## config.mk

```make
export PLATFORM = sky130hd
export DESIGN_NAME = image_mem_arbiter
export DESIGN_NICKNAME = d
export VERILOG_FILES = /design/src/rtl/image_pkg.sv /design/src/rtl/tag_pipe.sv /design/src/rtl/image_mem_arbiter.sv
export SDC_FILE = /design/constraint.sdc
export NUM_CORES = 1
export LEC_CHECK = 0
export CELL_PAD_IN_SITES_DETAIL_PLACEMENT = 0
export CELL_PAD_IN_SITES_GLOBAL_PLACEMENT = 1
export CORE_MARGIN = 10
export CORE_UTILIZATION = 28
export CTS_CLUSTER_SIZE = 14
export DETAILED_ROUTE_END_ITERATION = 7
export GPL_TIMING_DRIVEN = 0
export PLACE_DENSITY_LB_ADDON = 0.1
export SYNTH_ARGS = -nofsm -noshare
export SYNTH_HDL_FRONTEND = slang
export SYNTH_SLANG_ARGS = --single-unit
```

## constraint.sdc

```tcl
create_clock -name i_clk -period 1.9 [get_ports i_clk]
set_input_delay 0.38 -clock i_clk [delete_from_list [all_inputs] [get_ports i_clk]]
set_output_delay 0.38 -clock i_clk [all_outputs]
set_load 0.1 [all_outputs]
```

## src/rtl/image_pkg.sv

```systemverilog
// Shared definitions for the image BRAM arbiter: owner encoding, FSM states,
// default sizing and saturating-counter helpers.
package image_pkg;

  localparam int ADDR_W_DEF   = 16;
  localparam int DATA_W_DEF   = 8;
  localparam int BRAM_LAT_DEF = 1;
  localparam int MAX_WAIT_DEF = 15;

  localparam logic OWNER_DISP = 1'b0;
  localparam logic OWNER_ENG  = 1'b1;

  typedef enum logic [1:0] {
    ST_IDLE   = 2'd0,
    ST_ACTIVE = 2'd1,
    ST_DRAIN  = 2'd2
  } arb_state_e;

  typedef struct packed {
    logic valid;
    logic owner;
  } tag_t;

  function automatic logic [7:0] sat_inc8(input logic [7:0] v);
    if (v == 8'hFF) begin
      return v;
    end else begin
      return v + 8'd1;
    end
  endfunction

  function automatic logic [15:0] sat_inc16(input logic [15:0] v);
    if (v == 16'hFFFF) begin
      return v;
    end else begin
      return v + 16'd1;
    end
  endfunction

endpackage

```

## src/rtl/tag_pipe.sv

```systemverilog
// {valid, owner} shift register that tracks every BRAM access in flight so the
// read data can be steered to its requester when it leaves the BRAM.
module tag_pipe
  import image_pkg::*;
#(
  parameter int DEPTH = 2
) (
  input  logic i_clk,
  input  logic i_rst_n,
  input  logic i_push_valid,
  input  logic i_push_owner,
  output logic o_tail_valid,
  output logic o_tail_owner,
  output logic o_empty
);

  tag_t [DEPTH-1:0] r_stage;

  // A new tag enters every cycle; idle cycles and writes insert a bubble.
  always_ff @(posedge i_clk or negedge i_rst_n) begin
    if (!i_rst_n) begin
      r_stage <= '0;
    end else begin
      r_stage[0].valid <= i_push_valid;
      r_stage[0].owner <= i_push_valid ? i_push_owner : OWNER_DISP;
      for (int i = 1; i < DEPTH; i++) begin
        r_stage[i] <= r_stage[i-1];
      end
    end
  end

  always_comb begin
    o_empty = 1'b1;
    for (int i = 0; i < DEPTH; i++) begin
      o_empty = o_empty & ~r_stage[i].valid;
    end
  end

  assign o_tail_valid = r_stage[DEPTH-1].valid;
  assign o_tail_owner = r_stage[DEPTH-1].owner;

endmodule

```

## src/rtl/image_mem_arbiter.sv

```systemverilog
// Single-port image BRAM arbiter: display reads have priority, the engine gets a
// forced slot once it has waited MAX_WAIT cycles; reads return in order.
module image_mem_arbiter
  import image_pkg::*;
#(
  parameter int ADDR_W   = ADDR_W_DEF,
  parameter int DATA_W   = DATA_W_DEF,
  parameter int BRAM_LAT = BRAM_LAT_DEF,
  parameter int MAX_WAIT = MAX_WAIT_DEF
) (
  input  logic              i_clk,
  input  logic              i_rst_n,
  input  logic              i_en,
  input  logic              i_disp_req,
  input  logic [ADDR_W-1:0] i_disp_addr,
  output logic              o_disp_valid,
  output logic              o_disp_miss,
  output logic [DATA_W-1:0] o_disp_data,
  input  logic              i_eng_valid,
  output logic              o_eng_ready,
  input  logic              i_eng_we,
  input  logic [ADDR_W-1:0] i_eng_addr,
  input  logic [DATA_W-1:0] i_eng_wdata,
  output logic              o_eng_rvalid,
  output logic [DATA_W-1:0] o_eng_rdata,
  output logic [ADDR_W-1:0] o_bram_addr,
  output logic              o_bram_we,
  output logic [DATA_W-1:0] o_bram_din,
  input  logic [DATA_W-1:0] i_bram_dout,
  output logic [15:0]       o_miss_count,
  output logic              o_busy
);

  localparam int         TAG_DEPTH = 1 + BRAM_LAT;
  localparam logic [7:0] WAIT_THR  = 8'(MAX_WAIT);

  arb_state_e        r_state;
  arb_state_e        w_state_next;
  logic [7:0]        r_wait_cnt;
  logic              r_disp_miss;
  logic [15:0]       r_miss_count;
  logic [ADDR_W-1:0] r_bram_addr;
  logic              r_bram_we;
  logic [DATA_W-1:0] r_bram_din;

  logic w_active;
  logic w_starved;
  logic w_disp_grant;
  logic w_eng_grant;
  logic w_preempt;
  logic w_push_valid;
  logic w_push_owner;
  logic w_tail_valid;
  logic w_tail_owner;
  logic w_tag_empty;
  logic w_disp_valid;
  logic w_eng_rvalid;

  // FSM state register
  always_ff @(posedge i_clk or negedge i_rst_n) begin
    if (!i_rst_n) begin
      r_state <= ST_IDLE;
    end else begin
      r_state <= w_state_next;
    end
  end

  // FSM next state; DRAIN waits for all in-flight reads before going idle
  always_comb begin
    w_state_next = r_state;
    case (r_state)
      ST_IDLE:   w_state_next = i_en ? ST_ACTIVE : ST_IDLE;
      ST_ACTIVE: w_state_next = i_en ? ST_ACTIVE : ST_DRAIN;
      ST_DRAIN: begin
        if (i_en) begin
          w_state_next = ST_ACTIVE;
        end else if (w_tag_empty) begin
          w_state_next = ST_IDLE;
        end else begin
          w_state_next = ST_DRAIN;
        end
      end
      default:   w_state_next = ST_IDLE;
    endcase
  end

  // Grant decision: display first unless the engine has been starved
  always_comb begin
    w_active     = (r_state == ST_ACTIVE) && i_en;
    w_starved    = i_eng_valid && (r_wait_cnt >= WAIT_THR);
    w_disp_grant = w_active && i_disp_req && !w_starved;
    w_eng_grant  = w_active && i_eng_valid && !w_disp_grant;
    w_preempt    = w_eng_grant && i_disp_req;
    w_push_valid = w_disp_grant || (w_eng_grant && !i_eng_we);
    w_push_owner = w_eng_grant ? OWNER_ENG : OWNER_DISP;
  end

  // Engine wait counter and display-miss bookkeeping
  always_ff @(posedge i_clk or negedge i_rst_n) begin
    if (!i_rst_n) begin
      r_wait_cnt   <= 8'd0;
      r_disp_miss  <= 1'b0;
      r_miss_count <= 16'd0;
    end else begin
      if (!i_eng_valid || w_eng_grant) begin
        r_wait_cnt <= 8'd0;
      end else begin
        r_wait_cnt <= sat_inc8(r_wait_cnt);
      end
      r_disp_miss <= w_preempt;
      if (w_preempt) begin
        r_miss_count <= sat_inc16(r_miss_count);
      end else begin
        r_miss_count <= r_miss_count;
      end
    end
  end

  // BRAM port registers; the address is held across idle cycles
  always_ff @(posedge i_clk or negedge i_rst_n) begin
    if (!i_rst_n) begin
      r_bram_addr <= '0;
      r_bram_we   <= 1'b0;
      r_bram_din  <= '0;
    end else if (w_disp_grant) begin
      r_bram_addr <= i_disp_addr;
      r_bram_we   <= 1'b0;
    end else if (w_eng_grant) begin
      r_bram_addr <= i_eng_addr;
      r_bram_we   <= i_eng_we;
      r_bram_din  <= i_eng_wdata;
    end else begin
      r_bram_we   <= 1'b0;
    end
  end

  tag_pipe #(
    .DEPTH (TAG_DEPTH)
  ) u_tag_pipe (
    .i_clk        (i_clk),
    .i_rst_n      (i_rst_n),
    .i_push_valid (w_push_valid),
    .i_push_owner (w_push_owner),
    .o_tail_valid (w_tail_valid),
    .o_tail_owner (w_tail_owner),
    .o_empty      (w_tag_empty)
  );

  assign w_disp_valid = w_tail_valid && (w_tail_owner == OWNER_DISP);
  assign w_eng_rvalid = w_tail_valid && (w_tail_owner == OWNER_ENG);

  assign o_disp_valid = w_disp_valid;
  assign o_eng_rvalid = w_eng_rvalid;
  assign o_disp_data  = w_disp_valid ? i_bram_dout : '0;
  assign o_eng_rdata  = w_eng_rvalid ? i_bram_dout : '0;
  assign o_disp_miss  = r_disp_miss;
  assign o_eng_ready  = w_eng_grant;
  assign o_bram_addr  = r_bram_addr;
  assign o_bram_we    = r_bram_we;
  assign o_bram_din   = r_bram_din;
  assign o_miss_count = r_miss_count;
  assign o_busy       = (r_state != ST_IDLE);

endmodule
```

# Yosys cells after proc, flatten, opt, wreduce, memory -nomap -nowiden
# Index checks and enable logic that the tools add are counted.
[word_totals]
ff_bits = 56
out_inout_bits = 62
wordCells = 61
[classes]
addsub = 2
magnitude_cmp = 1
n_eq_ne = 5
muxes = 15
n_bitwise = 6
reduce_logical = 21
[ops]
columns = ["op", "count"]
rows = [
  ["$mux 16", 2],
  ["$mux 8", 4],
  ["$add 16x1->16 const B", 1],
  ["$eq 16x16->1 const B", 1],
  ["$logic_and 1x1->1", 10],
  ["$add 8x1->8 const B", 1],
  ["$eq 8x8->1 const B", 1],
  ["$ge 8x4->1 const B", 1],
  ["$mux 2", 3],
  ["$pmux 2 s3", 1],
  ["$mux 1", 5],
  ["$not 1->1", 5],
  ["$logic_not 1->1", 4],
  ["$reduce_and 2->1", 2],
  ["$reduce_bool 2->1", 2],
  ["$eq 2x1->1 const B", 1],
  ["$eq 2x2->1 const B", 1],
  ["$logic_not 2->1", 1],
  ["$logic_or 1x1->1", 2],
  ["$ne 2x2->1 const B", 1],
  ["$and 1x1->1", 1],
]

# Logic depth before layout (Yosys ltp)
[depth]
ltp_word = 9
ltp_mapped = 8

# Cells and area by module
# A second synthesis with hierarchy kept.
[hier_totals]
cells_unflattened = 244
area_unflattened_um2 = 2583.7
[modules_own_cells]
columns = ["module", "instances", "cells_each", "area_each_um2", "seq_area_each_um2"]
rows = [
  ["image_mem_arbiter", 1, 238, 2473.6, 1301.2],
  ["tag_pipe", 1, 6, 110.1, 100.1],
]

# Least setup slack after synthesis
# Ideal clock, no wire load.
[synth_timing]
path_type = "register to output"
start = "reg u_tag_pipe.r_stage, in the netlist u_tag_pipe.o_tail_owner"
end = "out o_disp_data[0]"
t_arrival_ps = 2360
path_slack_ps = -840
path_stages_with_launch = 4
cell_sequence = "dfrtp_1 -> nor2b_1 -> clkbuf_1 -> and2_1"
[synth_via]
elab_chain_len = 3
[synth_lines]
columns = ["element", "line_no", "text"]
rows = [
  ["start, declared", "tag_pipe.sv:17", "tag_t [DEPTH-1:0] r_stage;"],
  ["start signal, assigned by index", "tag_pipe.sv:27", "r_stage[i] <= r_stage[i-1];"],
  ["$not 1->1", "image_mem_arbiter.sv:149", "assign w_disp_valid = w_tail_valid && (w_tail_owner == OWNER_DISP);"],
  ["$logic_and 1x1->1", "image_mem_arbiter.sv:149", ""],
  ["named net o_disp_valid", "image_mem_arbiter.sv:16", "output logic o_disp_valid,"],
  ["$mux 8", "image_mem_arbiter.sv:154", "assign o_disp_data = w_disp_valid ? i_bram_dout : '0;"],
  ["end, declared", "image_mem_arbiter.sv:18", "output logic [DATA_W-1:0] o_disp_data,"],
]
# The timed path passes the listed nets, and every way through them passes these cells.

# Final worst setup path
[layout_timing]
start = "reg r_wait_cnt[0]"
end = "out o_eng_ready"
[layout_via]
elab_chain_len = 6
[layout_lines]
columns = ["element", "line_no", "text"]
rows = [
  ["start, declared", "image_mem_arbiter.sv:39", "logic [7:0] r_wait_cnt;"],
  ["start signal, assigned", "image_mem_arbiter.sv:108", "r_wait_cnt <= sat_inc8(r_wait_cnt);"],
  ["$ge 8x4->1", "image_mem_arbiter.sv:90", "w_starved = i_eng_valid && (r_wait_cnt >= WAIT_THR);"],
  ["$logic_and 1x1->1", "image_mem_arbiter.sv:90", ""],
  ["$logic_not 1->1", "image_mem_arbiter.sv:91", "w_disp_grant = w_active && i_disp_req && !w_starved;"],
  ["$logic_and 1x1->1", "image_mem_arbiter.sv:91", ""],
  ["$logic_not 1->1", "image_mem_arbiter.sv:92", "w_eng_grant = w_active && i_eng_valid && !w_disp_grant;"],
  ["$logic_and 1x1->1", "image_mem_arbiter.sv:92", ""],
  ["end, declared", "image_mem_arbiter.sv:20", "output logic o_eng_ready,"],
]
# Every way passes these cells.

==> results.md <==
* P_leak at 1.95 nW
* R2r endpoint: o_bram_addr[2]
* Core area at 9150 µm²
* Number of enable flip-flop cells after synthesis at 0
* Worst-margin pin slew at 973 ps
* Total gr overflow at 0
* Worst Setup EP: o_eng_ready
* FF-to-FF setup slack at -20 ps
* Crit path kind: flip-flop to output pin
* Via density at 4.74
* CP Data Arrival Time at 1730 ps
* Asr flop ratio synth at 100%
* Clock Skews at 7.35 ps
* Worst R2R Path Depth at 9
* R2r startpoint: r_wait_cnt[0]
* Critical path buffers and inverters at 2
* CTS sink cnt at 56
* Ys flop type: dfrtp_1
* Crit path capture type: output pin
* Worst stage delay on the critical path at 400 ps
* Slew Viols, Final at 0
* Area growth, synth to finish at 62.8%
* DR vias at 2284
* First-pass GRT wire length at 12.1 mm
* Crit-path cells: ha_4, a31oi_4, a311oi_2, and2_4, buf_12, buf_12
* Ports at 116
* Hpwl dp at 5.99 mm
* Largest net degree at the start of global routing at 31
* Final WL at 8.15 mm
* Ant diodes at 0
* Setup TNS at -249 ps
* Critical path peak fanout at 3
* Status: finished, violations left
* Critical path's most frequent cell: buf_12
* Root Driver: clkbuf_8
* Failing checks: negative setup slack
* Sequential Area at 1420 µm²
* CP Launch Type: flip-flop
* Rel. slew slack at 35.4%
* Area occupied by multi-input gates at 1140 µm²
* WL per Instance at 16.9 µm
* Overall Power at 3.78 mW
* Max Freq at 474 MHz
* Vert. Die Dim at 116 µm
* Stages on worst setup path at 6
* VDD IR-drop max at 0.000390 V
* Met3 Usage GRT at 4.37%
* Number of routed nets with antenna violations at 0
* Met1 usage at 15.0%
* Maximum clock path buffer count at 2
* Post-route clock period utilization at 111%
* Mapped cell area at 2600 µm²
* TritonCTS clock tree: built
* Vias in the first global route at 2168
* Initial Util at 28.4%
* CP max stage cell: dfrtp_1
* Sequential share of the synthesized area at 53.9%
* RSZ-0062 raised after global routing: true
* Layout Nets at 426
* Critical path data required time at 1520 ps
* Share of cells above drive strength 1 at 37.5%
* Netlist cell types at 37
* Warnings from Yosys at 0
* Pre-antenna DRT Iters at 6
* Clock slew at reported path FFs at 100 ps
* Syn Nets at 286
* Delay-heaviest family, CP: flip-flops
* Fin. Hold Viols at 0
* Clock H-tree levels at 2
* DRC violations left at 0
* Clk Latency, worst-skew pair at 300 ps
* Rows at 35
* PwrDens at 893 nW/µm²
* GRT Total Usage at 11.2%
* Fill cells at 891
* Die width at 116 µm
* Final core utilization at 46.2%
* Total die area at 13500 µm²
* Flip-flop and latch count after synthesis at 56
* Period minus WS final at 2110 ps
* CP Launch Point: r_wait_cnt[0]
* Final Setup Violations at 5
* Worst setup margin at -211 ps
* Starting DRT DRC Count at 203
* CTS Buf Count at 5
* Routability cong. at 0.733
* Min-Delay Path Class: input pin to async pin
* Cell count after synthesis at 230
* Grt met2 use at 16.8%
* Port Buf Inserts at 115
* Syn_area_per_cell at 11.3 µm²
* Initial antenna violation count at 0
* Most Used Layer, Global Route: met2
* Max Cap Viol at 0
-- state kept, by name (all words and copies together) (netlist names), 2 cells and up --
name and flops:
o_bram_addr 16, o_miss_count 16, o_bram_din 8, r_wait_cnt 8, r_state 2, u_tag_pipe.r_stage 2
-- stage by stage --
| step | instances | hold slack, ps | worst slack (ps) | cell area, µm² |
|---|---|---|---|---|
| floorplan | 230 | 84.4 | -81.5 | 2660 |
| global placement | 456 | 338 | -1680 | 3950 |
| detailed placement | 457 | 346 | -1460 | 3960 |
| CTS | 480 | 101 | -315 | 4290 |
| global route | 482 | 123 | -294 | 4230 |
| finish | 482 | 77.4 | -211 | 4230 |
-- worst min path at each step --
stage                                     start                      end  slack [ps]  cells after the start
after global placement    u_tag_pipe.r_stage[0]  u_tag_pipe.o_tail_owner         340                      0
after detailed placement  u_tag_pipe.r_stage[0]  u_tag_pipe.o_tail_owner         350                      0
after global routing                    i_rst_n           o_bram_addr[6]         120                      1
final                                   i_rst_n           o_bram_addr[6]          80                      1
after CTS                               i_rst_n           o_bram_addr[6]         100                      1
after floorplan                         i_rst_n           o_bram_addr[0]          80                      0
-- synthesized netlist by cell type, types with 2 or more instances --
cell,instances,share of area (%)
a21oi_1,3,0.58
a222oi_1,16,6.2
and2_1,11,2.6
and3_1,13,3.1
and4_1,3,1.0
buf_6,3,1.3
clkbuf_1,5,0.72
dfrtp_1,56,54
ha_1,2,0.96
inv_1,19,2.7
mux2_2,9,3.9
mux2i_1,2,0.77
nand2_1,11,1.6
nand3_1,9,1.7
nand4_1,10,2.4
nor2_1,17,2.5
nor3_1,5,0.96
o21a_1,2,0.58
o21ai_0,2,0.39
or2_2,2,0.48
xnor2_1,13,4.4
xor2_1,2,0.67
-- worst register-to-register path: stages (launching register included) --
cell and delay [ps]:
dfrtp_1 420, ha_4 180, a31oi_4 140, a311oi_2 120
and2_4 210, buf_12 130, buf_4 120, buf_6 120
a222oi_1 300, inv_1 70
-- where the power goes --
group          internal, mW  total (mW)  leakage (nW)  switching (mW)
registers              1.32        1.40         0.709          0.0767
logic                 0.384        1.60          1.18            1.22
clock network         0.392       0.775        0.0552           0.383
total                  2.10        3.78          1.95            1.68
-- final cells by class --
cell class              instances  share of cell area, %
clock inverters                 2                  0.828
flip-flops and latches         56                   33.5
clock buffers                   6                   1.71
repair buffers                134                   30.2
inverters                      19                   1.68
plain buffers                   9                   1.80
well taps                     111                   3.28
multi-input cells             145                   27.0
-- layer usage --
layer	wire [µm]	vias up
met4	46	0
met1	3740	1084
met2	3440	91
li1	-	1104
met5	0	-
met3	923	5
-- placed cells by master, fill, tap and decap left out, drive strengths merged --
cell           synthesis  layout
a211oi                 1       1
a21boi                 2       2
a21oi                  3       3
a222oi                16      16
a311oi                 1       1
a31oi                  1       1
and2                  11      11
and2b                  1       1
and3                  13      13
and4                   3       3
buf                    4      43
bufinv                 0       1
clkbuf                 6      30
clkdlybuf4s15          0      24
clkdlybuf4s50          0      50
clkinv                 0       1
dfrtp                 56      56
dlygate4sd2            0       2
ha                     2       2
inv                   19      19
mux2                   9       9
mux2i                  2       2
nand2                 11      11
nand2b                 1       1
nand3                  9       9
nand4                 10      10
nand4b                 1       1
nor2                  17      17
nor2b                  1       1
nor3                   6       6
nor3b                  1       1
o2111ai                1       1
o21a                   2       2
o21ai                  3       3
or2                    2       2
xnor2                 13      13
xor2                   2       2
-- cells by family after synthesis --
kind of cell	synth area share (%)
AOI/OAI and AO/OA	10.9
buffers and inverters	5.53
and+or+nand+nor	19.0
xor gates and xnor gates	5.05
muxes	4.67
adders and majority gates	0.962
DFF	53.9
-- repair_timing --
action                                 in CTS  in global routing
setup endpoints to repair                  92                 74
hold buffers                                0                  0
buffers inserted                           13                  5
gates cloned                                3                  0
resized for setup                         255                 36
endpoints found under the hold margin       0                  0
pin swaps                                  17                  4
No activity file was read; power rests on OpenSTA's default activity.
